<file path="src/rtl/multicycle_ctrl.sv">
// Multicycle RV32I control FSM: sequences fetch/decode/execute/memory/writeback and traps.
// Optional macro CTRL_PERF_CNT_EN adds cycle_cnt_o / instret_cnt_o performance counters.
//
//  state  | meaning
//  FETCH  | request instruction at PC, latch IR on ack
//  DECODE | classify opcode, trap on illegal or SYSTEM
//  EXEC   | drive ALU operand selects, resolve branches
//  MEM    | load/store data access at ALU address
//  WB     | register write-back and PC update
//  TRAP   | halted with cause held until reset
module multicycle_ctrl #(
    parameter int unsigned TIMEOUT_CYCLES = 0,
    parameter int unsigned TMO_W          = 8
) (
    input  logic        clk_i,
    input  logic        rst_i,
    input  logic [6:0]  opcode_i,
    input  logic [2:0]  funct3_i,
    input  logic [4:0]  rd_addr_i,
    input  logic        branch_taken_i,
    input  logic        mem_ready_i,
    output logic        mem_req_o,
    output logic        mem_we_o,
    output logic        addr_sel_o,
    output logic        ir_we_o,
    output logic        pc_we_o,
    output logic [1:0]  pc_src_o,
    output logic        alu_a_sel_o,
    output logic        alu_b_sel_o,
    output logic        reg_we_o,
    output logic [1:0]  wb_sel_o,
    output logic        instr_done_o,
    output logic        trap_o,
    output logic [1:0]  trap_cause_o,
`ifdef CTRL_PERF_CNT_EN
    output logic [31:0] cycle_cnt_o,
    output logic [31:0] instret_cnt_o,
`endif
    output logic [2:0]  state_o
);

    typedef enum logic [2:0] {
        S_FETCH  = 3'd0,
        S_DECODE = 3'd1,
        S_EXEC   = 3'd2,
        S_MEM    = 3'd3,
        S_WB     = 3'd4,
        S_TRAP   = 3'd7
    } state_e;

    localparam logic [6:0] OPC_OP     = 7'b0110011;
    localparam logic [6:0] OPC_OP_IMM = 7'b0010011;
    localparam logic [6:0] OPC_LOAD   = 7'b0000011;
    localparam logic [6:0] OPC_STORE  = 7'b0100011;
    localparam logic [6:0] OPC_BRANCH = 7'b1100011;
    localparam logic [6:0] OPC_JAL    = 7'b1101111;
    localparam logic [6:0] OPC_JALR   = 7'b1100111;
    localparam logic [6:0] OPC_LUI    = 7'b0110111;
    localparam logic [6:0] OPC_AUIPC  = 7'b0010111;
    localparam logic [6:0] OPC_FENCE  = 7'b0001111;
    localparam logic [6:0] OPC_SYSTEM = 7'b1110011;

    localparam bit             TMO_EN   = (TIMEOUT_CYCLES != 0);
    localparam logic [TMO_W-1:0] TMO_LAST =
        TMO_W'((TIMEOUT_CYCLES == 0) ? 0 : (TIMEOUT_CYCLES - 1));

    state_e             state_q, state_d;
    logic [1:0]         cause_q, cause_d;
    logic [TMO_W-1:0]   tmo_q, tmo_d;

    logic is_op, is_load, is_store, is_branch, is_jal, is_jalr;
    logic is_lui, is_auipc, is_fence, is_system, is_legal;

    always_comb begin
        is_op     = (opcode_i == OPC_OP);
        is_load   = (opcode_i == OPC_LOAD);
        is_store  = (opcode_i == OPC_STORE);
        is_branch = (opcode_i == OPC_BRANCH);
        is_jal    = (opcode_i == OPC_JAL);
        is_jalr   = (opcode_i == OPC_JALR) && (funct3_i == 3'b000);
        is_lui    = (opcode_i == OPC_LUI);
        is_auipc  = (opcode_i == OPC_AUIPC);
        is_fence  = (opcode_i == OPC_FENCE);
        is_system = (opcode_i == OPC_SYSTEM);
        is_legal  = is_op || (opcode_i == OPC_OP_IMM) || is_load || is_store ||
                    is_branch || is_jal || is_jalr || is_lui || is_auipc || is_fence;
    end

    // Counter runs only while a request waits; any other cycle leaves it cleared.
    always_comb begin
        state_d = state_q;
        cause_d = cause_q;
        tmo_d   = '0;
        case (state_q)
            S_FETCH: begin
                if (mem_ready_i) begin
                    state_d = S_DECODE;
                end else if (TMO_EN && (tmo_q == TMO_LAST)) begin
                    state_d = S_TRAP;
                    cause_d = 2'd2;
                end else begin
                    tmo_d = tmo_q + TMO_W'(1);
                end
            end
            S_DECODE: begin
                if (is_legal) begin
                    state_d = S_EXEC;
                end else begin
                    state_d = S_TRAP;
                    cause_d = is_system ? 2'd3 : 2'd1;
                end
            end
            S_EXEC: begin
                if (is_branch)                 state_d = S_FETCH;
                else if (is_load || is_store)  state_d = S_MEM;
                else                           state_d = S_WB;
            end
            S_MEM: begin
                if (mem_ready_i) begin
                    state_d = is_store ? S_FETCH : S_WB;
                end else if (TMO_EN && (tmo_q == TMO_LAST)) begin
                    state_d = S_TRAP;
                    cause_d = 2'd2;
                end else begin
                    tmo_d = tmo_q + TMO_W'(1);
                end
            end
            S_WB:    state_d = S_FETCH;
            S_TRAP:  state_d = S_TRAP;
            default: state_d = S_FETCH;
        endcase
    end

    always_comb begin
        mem_req_o    = 1'b0;
        mem_we_o     = 1'b0;
        addr_sel_o   = 1'b0;
        ir_we_o      = 1'b0;
        pc_we_o      = 1'b0;
        pc_src_o     = 2'd0;
        alu_a_sel_o  = 1'b0;
        alu_b_sel_o  = 1'b0;
        reg_we_o     = 1'b0;
        wb_sel_o     = 2'd0;
        instr_done_o = 1'b0;
        trap_o       = 1'b0;
        if (!rst_i) begin
            case (state_q)
                S_FETCH: begin
                    mem_req_o = 1'b1;
                    ir_we_o   = mem_ready_i;
                end
                S_EXEC: begin
                    alu_a_sel_o = is_auipc || is_jal || is_branch;
                    alu_b_sel_o = !(is_op || is_branch);
                    if (is_branch) begin
                        pc_we_o      = 1'b1;
                        pc_src_o     = branch_taken_i ? 2'd1 : 2'd0;
                        instr_done_o = 1'b1;
                    end
                end
                S_MEM: begin
                    mem_req_o  = 1'b1;
                    addr_sel_o = 1'b1;
                    mem_we_o   = is_store;
                    if (mem_ready_i && is_store) begin
                        pc_we_o      = 1'b1;
                        instr_done_o = 1'b1;
                    end
                end
                S_WB: begin
                    reg_we_o     = (rd_addr_i != 5'd0) && !is_fence;
                    pc_we_o      = 1'b1;
                    instr_done_o = 1'b1;
                    if (is_load)                 wb_sel_o = 2'd1;
                    else if (is_jal || is_jalr)  wb_sel_o = 2'd2;
                    else if (is_lui)             wb_sel_o = 2'd3;
                    if (is_jal)                  pc_src_o = 2'd1;
                    else if (is_jalr)            pc_src_o = 2'd2;
                end
                S_TRAP:  trap_o = 1'b1;
                default: ;
            endcase
        end
    end

`ifdef CTRL_PERF_CNT_EN
    logic [31:0] cycle_cnt_q, cycle_cnt_d;
    logic [31:0] instret_cnt_q, instret_cnt_d;

    always_comb begin
        cycle_cnt_d   = (state_q != S_TRAP) ? cycle_cnt_q + 32'd1 : cycle_cnt_q;
        instret_cnt_d = instr_done_o ? instret_cnt_q + 32'd1 : instret_cnt_q;
    end

    assign cycle_cnt_o   = cycle_cnt_q;
    assign instret_cnt_o = instret_cnt_q;
`endif

    always_ff @(posedge clk_i) begin
        if (rst_i) begin
            state_q       <= S_FETCH;
            cause_q       <= 2'd0;
            tmo_q         <= '0;
`ifdef CTRL_PERF_CNT_EN
            cycle_cnt_q   <= 32'd0;
            instret_cnt_q <= 32'd0;
`endif
        end else begin
            state_q       <= state_d;
            cause_q       <= cause_d;
            tmo_q         <= tmo_d;
`ifdef CTRL_PERF_CNT_EN
            cycle_cnt_q   <= cycle_cnt_d;
            instret_cnt_q <= instret_cnt_d;
`endif
        end
    end

    assign state_o      = state_q;
    assign trap_cause_o = cause_q;

endmodule

</file>
<file path="config.mk">
export PLATFORM = sky130hd
export DESIGN_NAME = multicycle_ctrl
export DESIGN_NICKNAME = d
export VERILOG_FILES = /design/src/rtl/multicycle_ctrl.sv
export SDC_FILE = /design/constraint.sdc
export NUM_CORES = 1
export LEC_CHECK = 0
export ABC_AREA = 1
export CELL_PAD_IN_SITES_DETAIL_PLACEMENT = 0
export CELL_PAD_IN_SITES_GLOBAL_PLACEMENT = 2
export CORE_MARGIN = 5
export CORE_UTILIZATION = 15
export DETAILED_ROUTE_END_ITERATION = 10
export PLACE_DENSITY_LB_ADDON = 0.1
export SYNTH_ARGS = -nofsm -noshare
export SYNTH_HDL_FRONTEND = slang
export SYNTH_SLANG_ARGS = --single-unit
</file>
<file path="constraint.sdc">
create_clock -name clk_i -period 1.3 [get_ports clk_i]
set_clock_uncertainty 0.1 [all_clocks]
set_input_delay 0.195 -clock clk_i [delete_from_list [all_inputs] [get_ports clk_i]]
set_output_delay 0.195 -clock clk_i [all_outputs]
set_load 0.005 [all_outputs]
</file>
[After elaboration in Yosys (flattened, before gate mapping)]
Cells that the tools add are included.
Widths: inputs -> output; s select.
Word-level totals
  output and inout bits: 19
  logic and storage cells: 85
  bits of input ports: 19
  register bits after elaboration: 5
Operators by class
  muxes and demuxes: 39
  reduce and logical (&&, ||, !) cells: 25
  bitwise gates (word level): 1
  equality and inequality tests: 18
Operators with widths (count)
  $eq 7x7->1 const B: 4
  $eq 7x6->1 const B: 3
  $mux 1: 21
  $mux 2: 9
  $mux 3: 6
  $pmux 3 s5: 1
  $eq 7x5->1 const B: 2
  $logic_or 1x1->1: 14
  $eq 7x2->1 const B: 1
  $eq 7x4->1 const B: 1
  $eq 3x2->1 const B: 2
  $eq 3x3->1 const B: 2
  $logic_not 3->1: 2
  $reduce_bool 5->1: 1
  $ne 2x2->1 const B: 2
  $pmux 2 s2: 1
  $reduce_and 2->1: 2
  $eq 3x1->1 const B: 1
  $logic_and 1x1->1: 3
  $pmux 1 s3: 1
  $logic_not 1->1: 2
  $reduce_or 2->1: 1
  $not 1->1: 1

[Depth between registers and ports, before layout]
  depth in word-level cells: 12
  mapped depth: 10
  mapped depth without buffers: 10

[Worst setup path before layout]
No wires, ideal clock.
  kind: register to output
  start: register state_q[2] (netlist: state_o[2])
  end: output pc_we_o
  cell stages (with the launch flop): 9
  data arrival time: 1.076 ns
  required time: 1.005 ns
  path buffers: 1
  path slack: -0.071 ns
  path through: dfxtp_1 > inv_2 > nand2_1 > nor2_2 > nand3_1 > nand2_1 > o21ai_0 > inv_1 > buf_4
Between the ends
  cells in the longest elaborated chain, start to end: 3
  elaborated cells between the ends (all ways): 5
  those cells by class: eq/ne: 3; mux: 2
Ends and longest elaborated chain
  start, declared: line 67  | state_e state_q, state_d;
  start signal, assigned: line 210  | state_q <= state_d;
  $eq 3x3->1, or another cell as far along
  $pmux 1 s3 *
  $mux 1 *
  end, declared: line 26  | output logic pc_we_o,
Every way passes the cells marked *; elsewhere a longest branch is shown, timed or not.

[Final worst setup path]
  start: register state_q[2] (netlist: state_o[2])
  end: output alu_a_sel_o
Between the ends
  cells in the longest elaborated chain, start to end: 3
Ends and longest elaborated chain
  $eq 3x2->1: line 148  | case (state_q)
  $mux 1: line 148
  $mux 1: line 147  | if (!rst_i) begin
  end, declared: line 28  | output logic alu_a_sel_o,
No other way between the ends.

==> results by group <==
Timing
  – RSZ-0062 raised after global routing: yes
  – Fin crit share: 1.20
  – Final Slew Violations: 0
  – Post-layout min period: 1560 ps
  – Setup TNS: -2960 ps
  – Final setup fails: 19
  – Relative slew slack: 0.870
  – Max Fclk: 639 MHz
  – Final hold vios: 0
  – Hold WS: 349 ps
  – Worst Tran Pin Value: 192 ps
  – Fin worst setup slack: -265 ps

Floorplan
  – Core Region: 0.00409 mm2
  – Die X: 75.7 um
  – Starting density of the core: 0.158
  – IO Pins: 38
  – Site Rows: 23
  – Die Y-Extent: 75.7 um
  – Die area: 0.00573 mm2

Worst setup path
  – Worst-path cell chain: inv_6 -> nand2_4 -> nor2_4 -> buf_4 -> buf_6 -> nand3_1 -> inv_1 -> buf_2
  – CP endpoint kind: output port
  – WP data arrival: 1270 ps
  – CP Launch Type: flip-flop
  – CP required: 1000 ps
  – Max incr delay on CP: 360 ps
  – Setup CP Type: flip-flop to output port
  – CP max FO: 5
  – Slowest stage cell, crit path: dfxtp_4

Placement
  – Area after DPL: 0.00138 mm2
  – DP HPWL: 2250 um
  – Routability cong.: 0.744
  – Port Buffer Count: 37
  – Pre-CTS WS: -943 ps

Clock network
  – Skew-Pair Late Insertion Delay: 220 ps
  – CTS tree: yes
  – CTS root buffer: clkbuf_8
  – TritonCTS buffer count: 3
  – CTS clk-pin slew, worst paths: 40 ps
  – CTS Sinks: 5
  – Cts hold-fix bufs: 0
  – CTS max path bufs: 2
  – H-tree depth: 1

Cells and area
  – Share of layout cells above drive strength 1: 0.691
  – Final Instance Area: 0.00174 mm2
  – Area Growth Syn to Fin: 170%
  – Layout net count: 237
  – Diode count: 0
  – Filler cell count: 452
  – Finished Core Util: 0.427

Status
  – Failing checks: setup timing
  – Status: finished with violations

Power
  – VDD IR-drop max: 0.000778 V
  – P_leak: 0.892 nW
  – Power Dens Cells: 1060 mW/mm2

Global routing
  – Vias in the first global route: 1,163
  – Grt ovf: 0
  – GRT Total Usage: 0.114
  – Pin count of the biggest net entering global routing: 9
  – Initial antenna violation count: 0
  – First-pass GRT wire length: 4950 um

Detailed routing
  – DRT antenna net count: 0
  – Vias/cell: 4.09
  – Drt total wl: 3120 um
  – DRT Pass-1 Iters: 4
  – Via Count: 1,093
  – Iteration-0 DRC Markers: 13
  – Routed len/inst: 11.7 um
  – Drt drc: 0

Yosys
  – Synth cell count leaders: 24 x nand2_1, 17 x inv_1, 16 x nor2_1
  – Syn nets: 136
  – Most numerous cell in the Yosys netlist: nand2_1
  – Cells after synthesis: 117
  – Syn avg cell area: 5.53 um2
  – Synth top area cells: dfxtp_1 15%, nand2_1 14%, inv_1 9.9%, nor2_1 9.3%, nand3_1 7.0%
  – Share of the synthesized area in the top cell type: 0.155
  – Synth cell types: 23
  – YS warnings: 0
  – Post-synth ARST share: 0
  – Largest area contributor in the netlist: dfxtp_1
  – Synth Flop Type: dfxtp_1
  – Synthesized cell area: 647 um2
  – Register area share after synthesis: 0.155
  – Post-synth EDFFs: 0
  – #FFs+latches synth: 5

Min path
  – HP Class: flip-flop to flip-flop

Run
  – Max cap viols: 0
[flip-flops by register name, indices dropped and copies added, names as in the netlist]
register / count
state_o: 3
trap_cause_o: 2
[kinds of logic (layout without fill, tap and decap cells)]
logic type             count (synthesis)  count (layout)  share of synthesized area
and+or+nand+nor                       74              74                      0.571
buffers and inverters                 24             124                      0.149
AOI/OAI and AO/OA                     14              14                      0.126
DFF                                    5               5                      0.155
[final timing paths]
| path | start | endpoint | slack, ps | cells after the start |
|---|---|---|---|---|
| max | state_o[2] | alu_a_sel_o | -260 | 8 |
| min | trap_cause_o[0] | trap_cause_o[0] | 350 | 2 |
| max reg2reg | state_o[2] | state_o[2] | -120 | 8 |
| min reg2reg | trap_cause_o[0] | trap_cause_o[0] | 350 | 2 |
[report_power, final]
part | switching, mW | leakage (nW) | internal [mW]
Combinational | 0.554 | 0.826 | 0.696
Clock | 0.0784 | 0.0228 | 0.211
Sequential | 0.0834 | 0.0432 | 0.231
[worst max-delay path: cells and delay by family, from the launching register on]
kind / cells / cell delay, ps
buf+inv: 5 / 440
flops: 1 / 360
simple gates: 3 / 250
[timing repair]
| action | 4_1_cts | 5_1_grt |
|---|---|---|
| buffers inserted | 18 | 7 |
| resized for setup | 147 | 18 |
| pin swaps | 29 | 19 |
| gates cloned | 0 | 0 |
| endpoints found under the hold margin | 0 | 0 |
| endpoints found under the setup margin | 24 | 21 |
[metal layers]
metal / global-route usage / up-vias / wire, um
li1: - / 577 / -
met1: 0.131 / 480 / 1320
met2: 0.208 / 28 / 1620
met3: 0.00923 / 8 / 108
met4: 0.0602 / 0 / 74
met5: 0 / - / 0
[cell usage in the layout, fill, tap and decap left out, types with 2 or more instances in the layout]
cell type	count
nor2_4	8
nor3_4	2
nor3_2	4
clkdlybuf4s15_1	2
nand2_4	5
a21oi_2	4
nand4_1	2
nand3_4	4
clkdlybuf4s50_1	6
buf_2	19
dlygate4sd2_1	8
nor2_2	6
nand2_1	11
o21ai_1	2
nor2_1	9
inv_4	3
nor3_1	2
nand3_1	4
nand3_2	3
buf_4	49
buf_6	12
nand2_2	14
inv_2	6
dfxtp_4	3
a21oi_1	3
clkbuf_8	3
inv_1	11
dfxtp_1	2
[area by class of cell]
class	count	area, um2	area share
Sequential cell	5	111	0.0638
Timing Repair Buffer	98	764	0.438
Clock buffer	4	45.0	0.0258
Tap cell	50	62.6	0.0359
Inverter	22	100	0.0574
Multi-Input combinational cell	88	661	0.379
[through the flow]
stage	power [mW]	instances
finish	1.85	267
floorplan	0.677	117
CTS	1.75	262
detailed placement	1.17	240
global placement	1.17	240
global route	2.01	267
No activity file was read; power rests on OpenSTA's default activity.
